$ cat config.mk
export PLATFORM = sky130hd
export DESIGN_NAME = conv2d_frame_sequencer_flat
export DESIGN_NICKNAME = d
export VERILOG_FILES = /design/src/rtl/conv2d_frame_sequencer_if.sv /design/src/rtl/conv2d_frame_sequencer.sv /design/src/flat_wrapper.sv
export SDC_FILE = /design/constraint.sdc
export NUM_CORES = 1
export LEC_CHECK = 0
export ABC_AREA = 0
export ABC_CLOCK_PERIOD_IN_PS = 4600
export BUFFER_PORTS_ARGS = -buffer_cell sky130_fd_sc_hd__clkbuf_2
export CORE_MARGIN = 2
export CORE_UTILIZATION = 43
export CTS_CLUSTER_DIAMETER = 100
export DETAILED_ROUTE_END_ITERATION = 12
export GPL_TIMING_DRIVEN = 1
export PLACE_DENSITY = 0.86
export SYNTH_ARGS = -nofsm -noshare
export SYNTH_HDL_FRONTEND = slang
export SYNTH_SLANG_ARGS = --single-unit
export TNS_END_PERCENT = 30
$ cat constraint.sdc
create_clock -name clk -period 4.6 [get_ports clk]
set_input_delay 0.23 -clock clk [delete_from_list [all_inputs] [get_ports clk]]
set_output_delay 0.23 -clock clk [all_outputs]
set_load 0.02 [all_outputs]
$ cat src/rtl/conv2d_frame_sequencer_if.sv
// rtl/conv2d_frame_sequencer_if.sv - handshake bundle between the frame sequencer and its neighbours
//
// Groups the control, upstream pixel FIFO, padded stream and filter-bank
// valid signals of conv2d_frame_sequencer.
//   master : the sequencer side (drives busy/done/src_rdreq/pad_data/pad_empty)
//   slave  : the environment side (drives start/src_data/src_empty/pad_rdreq/conv_valid)
interface conv2d_frame_sequencer_if #(
  parameter int DATA_WIDTH = 32
);
  logic                      start;
  logic                      busy;
  logic                      done;
  logic [DATA_WIDTH*3-1:0]   src_data;
  logic                      src_empty;
  logic                      src_rdreq;
  logic [DATA_WIDTH*3-1:0]   pad_data;
  logic                      pad_empty;
  logic                      pad_rdreq;
  logic                      conv_valid;

  modport master (
    input  start,
    output busy,
    output done,
    input  src_data,
    input  src_empty,
    output src_rdreq,
    output pad_data,
    output pad_empty,
    input  pad_rdreq,
    input  conv_valid
  );

  modport slave (
    output start,
    input  busy,
    input  done,
    output src_data,
    output src_empty,
    input  src_rdreq,
    input  pad_data,
    input  pad_empty,
    output pad_rdreq,
    output conv_valid
  );
endinterface

$ cat src/rtl/conv2d_frame_sequencer.sv
// rtl/conv2d_frame_sequencer.sv - zero-border insertion and layer completion tracking for a conv layer
//
// Turns an unpadded WIDTHxHEIGHT {B,G,R} show-ahead pixel stream into a
// (WIDTH+2)x(HEIGHT+2) show-ahead stream with a one-pixel zero border, then
// counts the filter bank's valid outputs and pulses done once per frame.
//
// Ports:
//   clk, rst         clock, asynchronous active-high reset
//   bus.start        begin one frame (only looked at in IDLE)
//   bus.busy         high from the cycle after start until done
//   bus.done         one-cycle completion pulse
//   bus.src_data     upstream pixel {B,G,R}, show-ahead
//   bus.src_empty    upstream FIFO empty
//   bus.src_rdreq    upstream pop
//   bus.pad_data     padded pixel to the filter bank
//   bus.pad_empty    padded stream empty
//   bus.pad_rdreq    filter bank read request
//   bus.conv_valid   filter bank output valid
//   stall_cnt        starvation + backpressure cycles in FEED
//                    (only when CONV_SEQ_STALL_STATS_EN is defined)
module conv2d_frame_sequencer #(
  parameter int DATA_WIDTH = 32,
  parameter int WIDTH      = 112,
  parameter int HEIGHT     = 112
) (
  input  logic                      clk,
  input  logic                      rst,
  conv2d_frame_sequencer_if.master  bus
`ifdef CONV_SEQ_STALL_STATS_EN
  ,
  output logic [31:0]               stall_cnt
`endif
);

  localparam int COL_W = $clog2(WIDTH + 2);
  localparam int ROW_W = $clog2(HEIGHT + 2);
  localparam int CNT_W = $clog2(WIDTH * HEIGHT + 1);

  localparam logic [COL_W-1:0] COL_LAST = COL_W'(WIDTH + 1);
  localparam logic [ROW_W-1:0] ROW_LAST = ROW_W'(HEIGHT + 1);
  localparam logic [CNT_W-1:0] CNT_FULL = CNT_W'(WIDTH * HEIGHT);
  localparam logic [CNT_W-1:0] CNT_PRE  = CNT_W'(WIDTH * HEIGHT - 1);

  typedef enum logic [1:0] {
    IDLE  = 2'd0,
    FEED  = 2'd1,
    DRAIN = 2'd2,
    DONE  = 2'd3
  } state_t;

  state_t             state;
  logic [COL_W-1:0]   col;
  logic [ROW_W-1:0]   row;
  logic [CNT_W-1:0]   out_cnt;
  logic               busy_q;
  logic               done_q;

  logic                    in_feed;
  logic                    border;
  logic                    xfer;
  logic                    last_word;
  logic                    cnt_inc;
  logic                    cnt_hit;
  logic [DATA_WIDTH*3-1:0] pad_data_c;
  logic                    pad_empty_c;
  logic                    src_rdreq_c;

  // The padded stream is a pure function of position and the upstream FIFO
  // head, so interior pixels pass through with no added latency and the
  // stream naturally holds while the filter bank is not reading.
  always_comb begin
    in_feed     = (state == FEED);
    border      = (row == '0) || (row == ROW_LAST) || (col == '0) || (col == COL_LAST);
    pad_data_c  = '0;
    pad_empty_c = 1'b1;
    src_rdreq_c = 1'b0;
    if (in_feed) begin
      if (border) begin
        pad_empty_c = 1'b0;
      end else begin
        pad_data_c  = bus.src_data;
        pad_empty_c = bus.src_empty;
        src_rdreq_c = bus.pad_rdreq & ~bus.src_empty;
      end
    end
    xfer      = ~pad_empty_c & bus.pad_rdreq;
    last_word = in_feed && xfer && (row == ROW_LAST) && (col == COL_LAST);
    cnt_inc   = ((state == FEED) || (state == DRAIN)) && bus.conv_valid && (out_cnt != CNT_FULL);
    // Completion must see a conv_valid arriving in this very cycle.
    cnt_hit   = (out_cnt == CNT_FULL) || (cnt_inc && (out_cnt == CNT_PRE));
  end

  always_ff @(posedge clk or posedge rst) begin
    if (rst) begin
      state   <= IDLE;
      col     <= '0;
      row     <= '0;
      out_cnt <= '0;
      busy_q  <= 1'b0;
      done_q  <= 1'b0;
    end else begin
      if (cnt_inc) begin
        out_cnt <= out_cnt + 1'b1;
      end
      case (state)
        IDLE: begin
          if (bus.start) begin
            state  <= FEED;
            col    <= '0;
            row    <= '0;
            busy_q <= 1'b1;
          end
        end
        FEED: begin
          if (xfer) begin
            if (col == COL_LAST) begin
              col <= '0;
              row <= row + 1'b1;
            end else begin
              col <= col + 1'b1;
            end
          end
          // Outputs may already be all in; then skip DRAIN entirely.
          if (last_word) begin
            if (cnt_hit) begin
              state  <= DONE;
              busy_q <= 1'b0;
              done_q <= 1'b1;
            end else begin
              state <= DRAIN;
            end
          end
        end
        DRAIN: begin
          if (cnt_hit) begin
            state  <= DONE;
            busy_q <= 1'b0;
            done_q <= 1'b1;
          end
        end
        DONE: begin
          state   <= IDLE;
          done_q  <= 1'b0;
          col     <= '0;
          row     <= '0;
          out_cnt <= '0;
        end
        default: begin
          state <= IDLE;
        end
      endcase
    end
  end

`ifdef CONV_SEQ_STALL_STATS_EN
  // Counts both upstream starvation (reader waiting on an empty stream) and
  // downstream backpressure (word offered but not taken).
  always_ff @(posedge clk or posedge rst) begin
    if (rst) begin
      stall_cnt <= '0;
    end else if ((state == IDLE) && bus.start) begin
      stall_cnt <= '0;
    end else if (in_feed && ((bus.pad_rdreq && pad_empty_c) || (!pad_empty_c && !bus.pad_rdreq))) begin
      stall_cnt <= stall_cnt + 32'd1;
    end
  end
`endif

  assign bus.busy      = busy_q;
  assign bus.done      = done_q;
  assign bus.pad_data  = pad_data_c;
  assign bus.pad_empty = pad_empty_c;
  assign bus.src_rdreq = src_rdreq_c;

endmodule

$ cat src/flat_wrapper.sv
// flat-port wrapper written by rule: the top's interface ports become plain ports
module conv2d_frame_sequencer_flat 
#(
  parameter int DATA_WIDTH = 32,
  parameter int WIDTH      = 112,
  parameter int HEIGHT     = 112
)
  (clk, rst, bus_start, bus_busy, bus_done, bus_src_data, bus_src_empty, bus_src_rdreq, bus_pad_data, bus_pad_empty, bus_pad_rdreq, bus_conv_valid);
  conv2d_frame_sequencer_if #(.DATA_WIDTH(DATA_WIDTH)) bus_i ();
  input  logic clk;
  input  logic rst;
  input wire logic [$bits(bus_i.start)-1:0] bus_start;
  output wire logic [$bits(bus_i.busy)-1:0] bus_busy;
  output wire logic [$bits(bus_i.done)-1:0] bus_done;
  input wire logic [$bits(bus_i.src_data)-1:0] bus_src_data;
  input wire logic [$bits(bus_i.src_empty)-1:0] bus_src_empty;
  output wire logic [$bits(bus_i.src_rdreq)-1:0] bus_src_rdreq;
  output wire logic [$bits(bus_i.pad_data)-1:0] bus_pad_data;
  output wire logic [$bits(bus_i.pad_empty)-1:0] bus_pad_empty;
  input wire logic [$bits(bus_i.pad_rdreq)-1:0] bus_pad_rdreq;
  input wire logic [$bits(bus_i.conv_valid)-1:0] bus_conv_valid;
  assign bus_i.start = bus_start;
  assign bus_busy = bus_i.busy;
  assign bus_done = bus_i.done;
  assign bus_i.src_data = bus_src_data;
  assign bus_i.src_empty = bus_src_empty;
  assign bus_src_rdreq = bus_i.src_rdreq;
  assign bus_pad_data = bus_i.pad_data;
  assign bus_pad_empty = bus_i.pad_empty;
  assign bus_i.pad_rdreq = bus_pad_rdreq;
  assign bus_i.conv_valid = bus_conv_valid;
  conv2d_frame_sequencer #(.DATA_WIDTH(DATA_WIDTH), .WIDTH(WIDTH), .HEIGHT(HEIGHT)) u_core (.clk(clk), .rst(rst), .bus(bus_i));
endmodule
# After elaboration in Yosys (flattened, before gate mapping)
# Index checks and enable logic that the tools add are counted.
[classes]
eq_ne = 13
n_reduce_logical = 23
n_bitwise = 4
n_addsub = 3
muxes = 27
[op_table]
columns = ["cell", "count"]
rows = [
  ["$mux 96", 2],
  ["$pmux 7 s3", 2],
  ["$mux 7", 5],
  ["$eq 14x14->1 const B", 2],
  ["$mux 14", 2],
  ["$add 14x1->14 const B", 1],
  ["$add 7x1->7 const B", 2],
  ["$eq 7x7->1 const B", 2],
  ["$logic_not 7->1", 2],
  ["$ne 14x14->1 const B", 1],
  ["$mux 1", 10],
  ["$reduce_and 3->1", 3],
  ["$reduce_bool 3->1", 3],
  ["$ne 2x2->1 const B", 4],
  ["$pmux 2 s4", 1],
  ["$logic_and 1x1->1", 6],
  ["$mux 2", 3],
  ["$pmux 1 s3", 2],
  ["$logic_or 1x1->1", 5],
  ["$eq 2x2->1 const B", 2],
  ["$reduce_and 4->1", 1],
  ["$and 1x1->1", 2],
  ["$eq 2x1->1 const B", 1],
  ["$logic_not 2->1", 1],
  ["4 further kinds", 5],
]
[word_totals]
regBits = 32
elab_cells = 76
out_inout_bits = 100
inputBits = 102

# Longest topological paths before layout
# Gate-level depths: netlist (run 1).
[logic_depth]
word_depth = 13
mapped_depth = 9
ltp_nobuf = 7

# Worst setup path before layout (run 1)
# No wires, ideal clock.
[synth_timing]
kind = "register -> register"
start = "reg u_core.state[0]"
end = "reg u_core.state[1]"
required_time_ns = 4.475
path_stages_with_launch = 8
period_less_slack_ns = 2.341
arrival_time_ns = 2.217
path_buffers = 0
setup_slack_ns = 2.259
setup_time_ns = 0.125
cell_sequence = "dfrtp_1 > inv_1 > ha_1 > nand4_1 > or4_4 > a21o_1 > a211oi_2 > mux2_2"
[synth_via]
elab_chain_cells = 9
elab_cells_between_ends = 20
classes_between = "eq/ne (6); mux (2); bitwise (2); reduce/logical (10)"
[synth_rtl]
columns = ["element", "line_no", "source"]
rows = [
  ["from (decl)", "conv2d_frame_sequencer.sv:51", "state_t state;"],
  ["from (signal assigned)", "conv2d_frame_sequencer.sv:95", "state <= IDLE;"],
  ["from (signal assigned)", "conv2d_frame_sequencer.sv:108", "state <= FEED;"],
  ["from (signal assigned)", "conv2d_frame_sequencer.sv:126", "state <= DONE;"],
  ["$eq 2x1->1", "conv2d_frame_sequencer.sv:72, conv2d_frame_sequencer.sv:88, conv2d_frame_sequencer.sv:105", ""],
  ["$mux 1", "conv2d_frame_sequencer.sv:77", "if (in_feed) begin"],
  ["$not 1->1", "conv2d_frame_sequencer.sv:86", "xfer = ~pad_empty_c & bus.pad_rdreq;"],
  ["$and 1x1->1", "conv2d_frame_sequencer.sv:86", ""],
  ["$logic_and 1x1->1 (3 in a row)", "conv2d_frame_sequencer.sv:87", "last_word = in_feed && xfer && (row == ROW_LAST) && (col == COL_LAST);"],
  ["$ne 2x2->1 (no line)", "n/a", ""],
  ["$reduce_and 3->1 (no line)", "n/a", ""],
]
# Parallel ways exist; a longest one is shown, timed or not.
# A chain may end at the register's enable or synchronous reset.

# Final worst setup path (run 1)
[layout_timing]
start = "reg u_core.col[0]"
end = "out bus_pad_data[78]"
[layout_via]
elab_chain_cells = 5
elab_cells_between_ends = 6
classes_between = "eq/ne (1); mux (2); reduce/logical (3)"
[layout_rtl]
columns = ["element", "line_no", "source"]
rows = [
  ["from (decl)", "conv2d_frame_sequencer.sv:52", "logic [COL_W-1:0] col;"],
  ["from (signal assigned)", "conv2d_frame_sequencer.sv:120", "col <= col + 1'b1;"],
  ["$logic_not 7->1", "conv2d_frame_sequencer.sv:73", "border = (row == '0) || (row == ROW_LAST) || (col == '0) || (col == COL_LAST);"],
  ["$logic_or 1x1->1", "conv2d_frame_sequencer.sv:73", ""],
  ["$logic_or 1x1->1 (*)", "conv2d_frame_sequencer.sv:73", ""],
  ["$mux 96 (*)", "conv2d_frame_sequencer.sv:78", "if (border) begin"],
  ["$mux 96 (*)", "conv2d_frame_sequencer.sv:77", ""],
  ["to (decl)", "flat_wrapper.sv:18", "output wire logic [$bits(bus_i.pad_data)-1:0] bus_pad_data;"],
]
# Mark *: on every way between the ends. The rest lies on a longest branch, timed or not.

==> results of run 1 <==
-- final cells by class --
cell class,instances,share of cell area [%]
Multi-Input combinational cell,255,44.8
Timing Repair Buffer,204,27.5
Sequential cell,32,21.4
Tap cell,75,2.51
Clock buffer,6,2.21
Inverter,12,1.21
Clock inverter,2,0.268
Antenna cell,1,0.0670
-- power groups by stage --
stage	sequential [mW]	clock [mW]	combinational, mW
floorplan	0.348	0	0.472
global placement	0.354	0	0.648
detailed placement	0.358	0	0.670
CTS	0.353	0.233	0.672
global route	0.360	0.246	0.740
finish	0.354	0.229	0.672
-- sequential cells by signal (all words and copies together), names as in the netlist --
| register | flops |
|---|---|
| u_core.row | 7 |
| u_core.out_cnt | 14 |
| u_core.col | 7 |
| u_core.bus.busy | 1 |
| u_core.state | 2 |
| u_core.bus.done | 1 |
-- worst max-delay path, stage by stage, from the launching register on --
cell and delay (ns):
dfrtp_1 0.45, inv_1 0.08, ha_1 0.20, nand2b_1 0.08
nor4_2 0.05, or3_1 0.40, nor2_4 0.80, buf_4 0.37
and2_1 0.17, clkbuf_2 0.17
-- layer usage --
| metal | track usage, % | up-vias |
|---|---|---|
| li1 | - | 1437 |
| met1 | 34.7 | 1372 |
| met2 | 44.9 | 93 |
| met3 | 7.03 | 21 |
| met4 | 9.15 | 0 |
| met5 | 0 | - |
-- final timing paths --
check                                                end                        start  depth (start not counted)
max                                     bus_pad_data[78]    u_core.col[0]$_DFFE_PP0P_                          9
min                            u_core.row[0]$_DFFE_PP0P_                          rst                          3
max reg2reg                  u_core.state[1]$_DFFE_PP0P_  u_core.state[1]$_DFFE_PP0P_                          7
min reg2reg                  u_core.bus.busy$_DFFE_PP0P_  u_core.bus.busy$_DFFE_PP0P_                          2
max in group asynchronous      u_core.col[3]$_DFFE_PP0P_                          rst                          3
min in group clk           u_core.out_cnt[2]$_DFFE_PP0P_               bus_conv_valid                          4
-- per-stage QoR --
step	hold slack [ns]	utilization, %	cell area (um^2)	power (mW)	worst slack [ns]
after floorplan	0.346	-	2580	0.820	2.26
after global placement	0.316	62.3	3640	1.00	1.75
after detailed placement	0.323	62.3	3640	1.03	1.59
after CTS	0.00431	63.8	3730	1.26	1.26
after global routing	0.0429	63.8	3730	1.35	1.00
final	-0.0144	63.9	3740	1.25	1.26
-- cell usage in the layout (no fill, tap or decap), types with 3 or more instances in the layout --
master    instances
a21oi_1           4
ha_1             13
nor2_1           28
clkbuf_2        201
nand2_1          12
clkbuf_8          6
dfrtp_1          32
xnor2_1           4
xor2_1           13
and3_1            4
inv_1            12
nand4_1          13
and2_1          100
buf_4             3
o21ai_0          10
nand3_1           8
nor3_1            6
or3_1             3
-- cells by family after synthesis --
group	Yosys count	share of synthesized area, %
AO/OA/AOI/OAI	31	8.34
XOR/XNOR	17	5.77
adder cells (fa/ha/maj)	13	6.30
buffers and inverters	27	4.31
flip-flops	32	31.0
multiplexers	4	1.65
AND/OR/NAND/NOR	190	42.6
==> metrics.md, run 1 <==
| Metric | Value |
|---|---|
| Share of total power in sequential cells | about 28% |
| Post-cts resize count | 0 |
| Cells after Synth | 314 |
| Total Die Area | between 0.006 and 0.007 mm^2 |
| Largest net degree at the start of global routing | ~70 |
| Clock transition at the register clock pins on the worst setup and hold paths after CTS | 0.07 ns |
| Grt total ovfl | 0 |
| Highest attainable clock frequency | ~0.30 GHz |
| Routed len/inst | between 15 and 20 um |
| Count of routing violations after the opening detailed-route iteration | 127 |
| Root cell of the clock tree | clkbuf_8 |
| Via count of the first global-routing pass | roughly 2,600 |
| Number of sinks on the clock net | 32 |
| Net count after synthesis | approximately 430 |
| Final Skew | just under 0.01 ns |
| Net switching power | 0.570 mW |
| Vias per Instance | ~5 |
| Clock group share of total power | 18.2% |
| Max Slew Vio Count | 0 |
| Floorplan Core Area | between 0.005 and 0.006 mm^2 |
| Number of buffers inserted by port buffering | between 200 and 250 |
| Worst path arrival time | a little over 3 ns |
| Average footprint of a synthesized cell | ~8 um^2 |
| Routability congestion estimate | roughly 0.92 |
| Hold-fix buffers at CTS | 0 |
| Maximum fanout encountered on the critical timing path | just over 70 |
| Non-filler cells in the finished layout | about 590 |
| Critical path class | reg2out |
| Most repeated cell in the gate-level netlist after synthesis | and2_1 |
| Antenna violation net count after detailed routing | 0 |
| Required arrival time at the worst endpoint | ~4.4 ns |
| Half-perimeter wire length after detailed placement | 7760 um |
| Fin crit share | about 73% |
| Number of failing setup endpoints in the final timing report | 0 |
| Area growth from synthesis to layout | 44.8% |
| Leakage power of the design | between 2 and 2.5 nW |
| Sw Share | a little under half |
| Clock buffers created by TritonCTS | 5 |
| Post-layout nets | about 630 |
| Run status | finished, violations left |
| Number of synthesized flops with an enable pin | 0 |
| TritonCTS clock tree | yes |
| Number of placement rows | 28 |
| Kind of path behind the tightest hold check | in2async |
| Inst Count DP | 578 |
| Slew at the pin closest to its max-slew limit | between 1 and 1.5 ns |
| Die Width | ~81 um |
| First-pass iteration count of the detailed router | 4 |
| Post-synth cell types | 45 |
| All-layer global routing usage | between 20 and 30% |
| Setup TNS | 0 ns |
| Final min period | roughly 3.3 ns |
| WL met2 | 4580 um |
| Share of the synthesized area in the top cell type | 31.0% |
| Worst VDD drop | around 240 uV |
| Number of antenna violations at the first check in global routing | 0 |
| Slew HR | between 30% and 40% |
| Startpoint class of the critical path | flip-flop |
| # IOs | between 200 and 250 |
| Initial standard-cell utilization of the core | 44.1% |
| Share of final-layout standard cells stronger than drive strength 1 | approximately 43% |
| Wire length of the first global-routing pass | around 14,000 um |
| Power share of the combinational group | a little over half |
| Synth Flop Type | dfrtp_1 |
| Depth of the CTS H-tree | 2 |
| Yosys warns | 0 |
| Leading post-synthesis cells by cell area | dfrtp_1 31%, and2_1 24%, ha_1 6.3% |
| Routed met3 length | slightly above 600 um |
| Violated checks | hold timing |
| Total detailed-routing wirelength | 9360 um |
| Worst hold slack | -0.0144 ns |
| Clock network latency to the later pin of the worst-skew pair | roughly 0.30 ns |
| Area occupied by multi-input gates | approximately 0.0017 mm^2 |
| Post-CTS Setup Repair Bufs | 0 |
| FFs w/ async S/R, synth | between 90% and 100% |
| Die H | 81.5 um |
| Final Hold Viols | 22 |
| Synthesized cell area | around 0.0026 mm^2 |
| Most instantiated cells after synthesis | 100 x and2_1, 32 x dfrtp_1, 28 x nor2_1 |
| Clock tree buffer depth | 2 |
| Via total after detailed routing | a little under 3,000 |
| Setup slack on the worst flop-to-flop path | about 2.0 ns |
| Biggest area consumer among synthesized cells | dfrtp_1 |
| Storage cell area | 801 um^2 |
| Fraction of the yosys area taken by sequential cells | between 30% and 40% |
| Total internal power | slightly below 0.7 mW |
| Pwr per Cell Area | 336 mW/mm^2 |
| Highest signal layer in the routed design | met4 |
| Setup repair after global routing missed its margin | false |
| Fill cell instance count of the final layout | between 500 and 600 |
| Crit path capture type | output pin |
| Post-route met1 wirelength | 3900 um |
| Max-cap viol count | 0 |
| Post-route DRC violation count | 0 |
| Count of state elements after synthesis | 32 |
(Power assumes the default switching activity.)
==> run 2: changes to the inputs <==
Settings changed: ABC_CLOCK_PERIOD_IN_PS 4600 to 3210, CORE_UTILIZATION 43 to 40, PLACE_DENSITY 0.86 to 0.81.
Clock period 4.6 ns to 3.21 ns, I/O delays scaled along.
==> run 2 against run 1 <==
Compared with the run above: the flow now finishes without violations; clock-buffer cell count down 1; hold slack better by 0.32 ns; first-iteration DRC count down 16%; sequential power up 43%; critical endpoint is now bus_pad_data[42]; largest cell class unchanged.
==> metrics.md, run 2 (synthesis results as in run 1) <==
| Metric | Value |
|---|---|
| Slew HR | between 40% and 50% |
| Area growth from synthesis to layout | 46.4% |
| Vias per Instance | 4.89 |
| Inst Count DP | 580 |
| Post-layout nets | roughly 630 |
| Non-filler cells in the finished layout | 589 |
| Crit path capture type | output pin |
| Clock buffers created by TritonCTS | 5 |
| First-pass iteration count of the detailed router | 4 |
| Antenna cell count | 0 |
| Post-cts resize count | 0 |
| Final setup margin | 0.649 ns |
| Fin crit share | 79.8% |
| Initial standard-cell utilization of the core | roughly 40% |
| Worst path arrival time | ~2.4 ns |
| TritonCTS clock tree | yes |
| Flip-flop count of the largest register after layout | 14 |
| Floorplan Core Area | around 0.0063 mm^2 |
| Setup repair after global routing missed its margin | false |
| Startpoint class of the critical path | flip-flop |
| Post-Place Setup Slack | between 0.6 and 0.7 ns |
| Clock transition at the register clock pins on the worst setup and hold paths after CTS | 0.07 ns |
| Number of placement rows | 29 |
| Via total after detailed routing | between 2,000 and 3,000 |
| Critical path class | reg2out |
| Antenna violation net count after detailed routing | 0 |
| Most used cells in the layout excluding fill and tap cells | 201 x clkbuf_2, 100 x and2_1, 32 x dfrtp_1 |
| Total detailed-routing wirelength | about 8600 um |
| Maximum fanout encountered on the critical timing path | between 90 and 100 |
| Placement-stage cell area | 0.00366 mm^2 |
| Biggest register | u_core.out_cnt |
| Count of routing violations after the opening detailed-route iteration | between 100 and 150 |
| Depth of the CTS H-tree | 2 |
| Clock network latency to the later pin of the worst-skew pair | slightly below 0.3 ns |
| Final cell area excluding filler cells | approximately 0.0038 mm^2 |
| Highest attainable clock frequency | between 0.3 and 0.4 GHz |
| Largest net degree at the start of global routing | 98 |
| Max Slew Vio Count | 0 |
| # IOs | slightly above 200 |
| Share of final-layout standard cells stronger than drive strength 1 | a little over two fifths |
| Number of sinks on the clock net | 32 |
| Commonest non-fill, non-tap cell in the layout | clkbuf_2 |
| Post-CTS Setup Repair Bufs | 0 |
| Clock tree buffer depth | 2 |
| Worst VDD drop | 405 uV |
| Largest regs | u_core.out_cnt (14), u_core.col (7), u_core.row (7) |
| Leakage power of the design | 2.10 nW |
| Max-cap viol count | 0 |
| Total Die Area | 0.00711 mm^2 |
| Via count of the first global-routing pass | around 2,700 |
| Hold-fix buffers at CTS | 1 |
| Pwr per Cell Area | between 400 and 500 mW/mm^2 |
| Post-layout util | 60.2% |
| All-layer global routing usage | around a quarter |
| Final Hold Viols | 0 |
| Total power consumption of the routed design | roughly 1.9 mW |
| Kind of path behind the tightest hold check | in2reg |
| Grt total ovfl | 0 |
| Required arrival time at the worst endpoint | a little over 3 ns |
| Root cell of the clock tree | clkbuf_8 |
| Post-route DRC violation count | 0 |
| Final Skew | between 0.008 and 0.009 ns |
| Number of buffers inserted by port buffering | ~200 |
| Routability congestion estimate | 0.890 |
| Slew at the pin closest to its max-slew limit | between 0.7 and 0.8 ns |
| Run status | complete, no violations |
| Number of failing setup endpoints in the final timing report | 0 |
| Number of antenna violations at the first check in global routing | 0 |
| Routed len/inst | between 10 and 15 um |
| Half-perimeter wire length after detailed placement | roughly 7300 um |
| Die H | around 84 um |
| Final min period | approximately 2.6 ns |
| Die Width | around 84 um |
| Wire length of the first global-routing pass | approximately 14,000 um |
| Worst hold slack | around 0.3 ns |
| Setup TNS | 0 ns |
==> run 2: worst max-delay path, stage by stage (launching register included) <==
cell and delay, ns:
dfrtp_1 0.43, inv_1 0.10, ha_1 0.15, or4b_1 0.44
nor3_2 0.14, or3_1 0.19, nor2_4 0.05, buf_12 0.20
and2_1 0.22, clkbuf_2 0.16
==> run 2: area by class of cell <==
| class | instances | area (um^2) |
|---|---|---|
| Multi-Input combinational cell | 255 | 1670 |
| Fill cell | 584 | 2500 |
| Inverter | 12 | 45.0 |
| Tap cell | 77 | 96.3 |
| Timing Repair Buffer | 205 | 1050 |
| Clock buffer | 5 | 68.8 |
| Sequential cell | 32 | 801 |
| Clock inverter | 3 | 42.5 |
==> run 2: report_power, final <==
| part | total (mW) | internal, mW | switching (mW) |
|---|---|---|---|
| logic | 0.962 | 0.365 | 0.597 |
| registers | 0.506 | 0.452 | 0.0542 |
| clock network | 0.386 | 0.230 | 0.157 |
==> run 2: final timing paths <==
check	cells past startpoint	slack [ns]	end	start
worst min register to register	2	0.52	u_core.bus.busy$_DFFE_PP0P_	u_core.bus.busy$_DFFE_PP0P_
max in group asynchronous	4	2.43	u_core.col[6]$_DFFE_PP0P_	rst
worst max register to register	7	0.66	u_core.state[1]$_DFFE_PP0P_	u_core.state[1]$_DFFE_PP0P_
worst max-delay path	9	0.65	bus_pad_data[42]	u_core.row[0]$_DFFE_PP0P_
min in group asynchronous	4	0.48	u_core.out_cnt[11]$_DFFE_PP0P_	rst
worst min-delay path	4	0.31	u_core.out_cnt[2]$_DFFE_PP0P_	bus_conv_valid
==> run 2: layer usage <==
| metal | routed length, um | global-route usage, % |
|---|---|---|
| met5 | 0 | 0 |
| met4 | 122 | 4.33 |
| met3 | 463 | 5.41 |
| met2 | 4300 | 40.8 |
| met1 | 3730 | 31.1 |
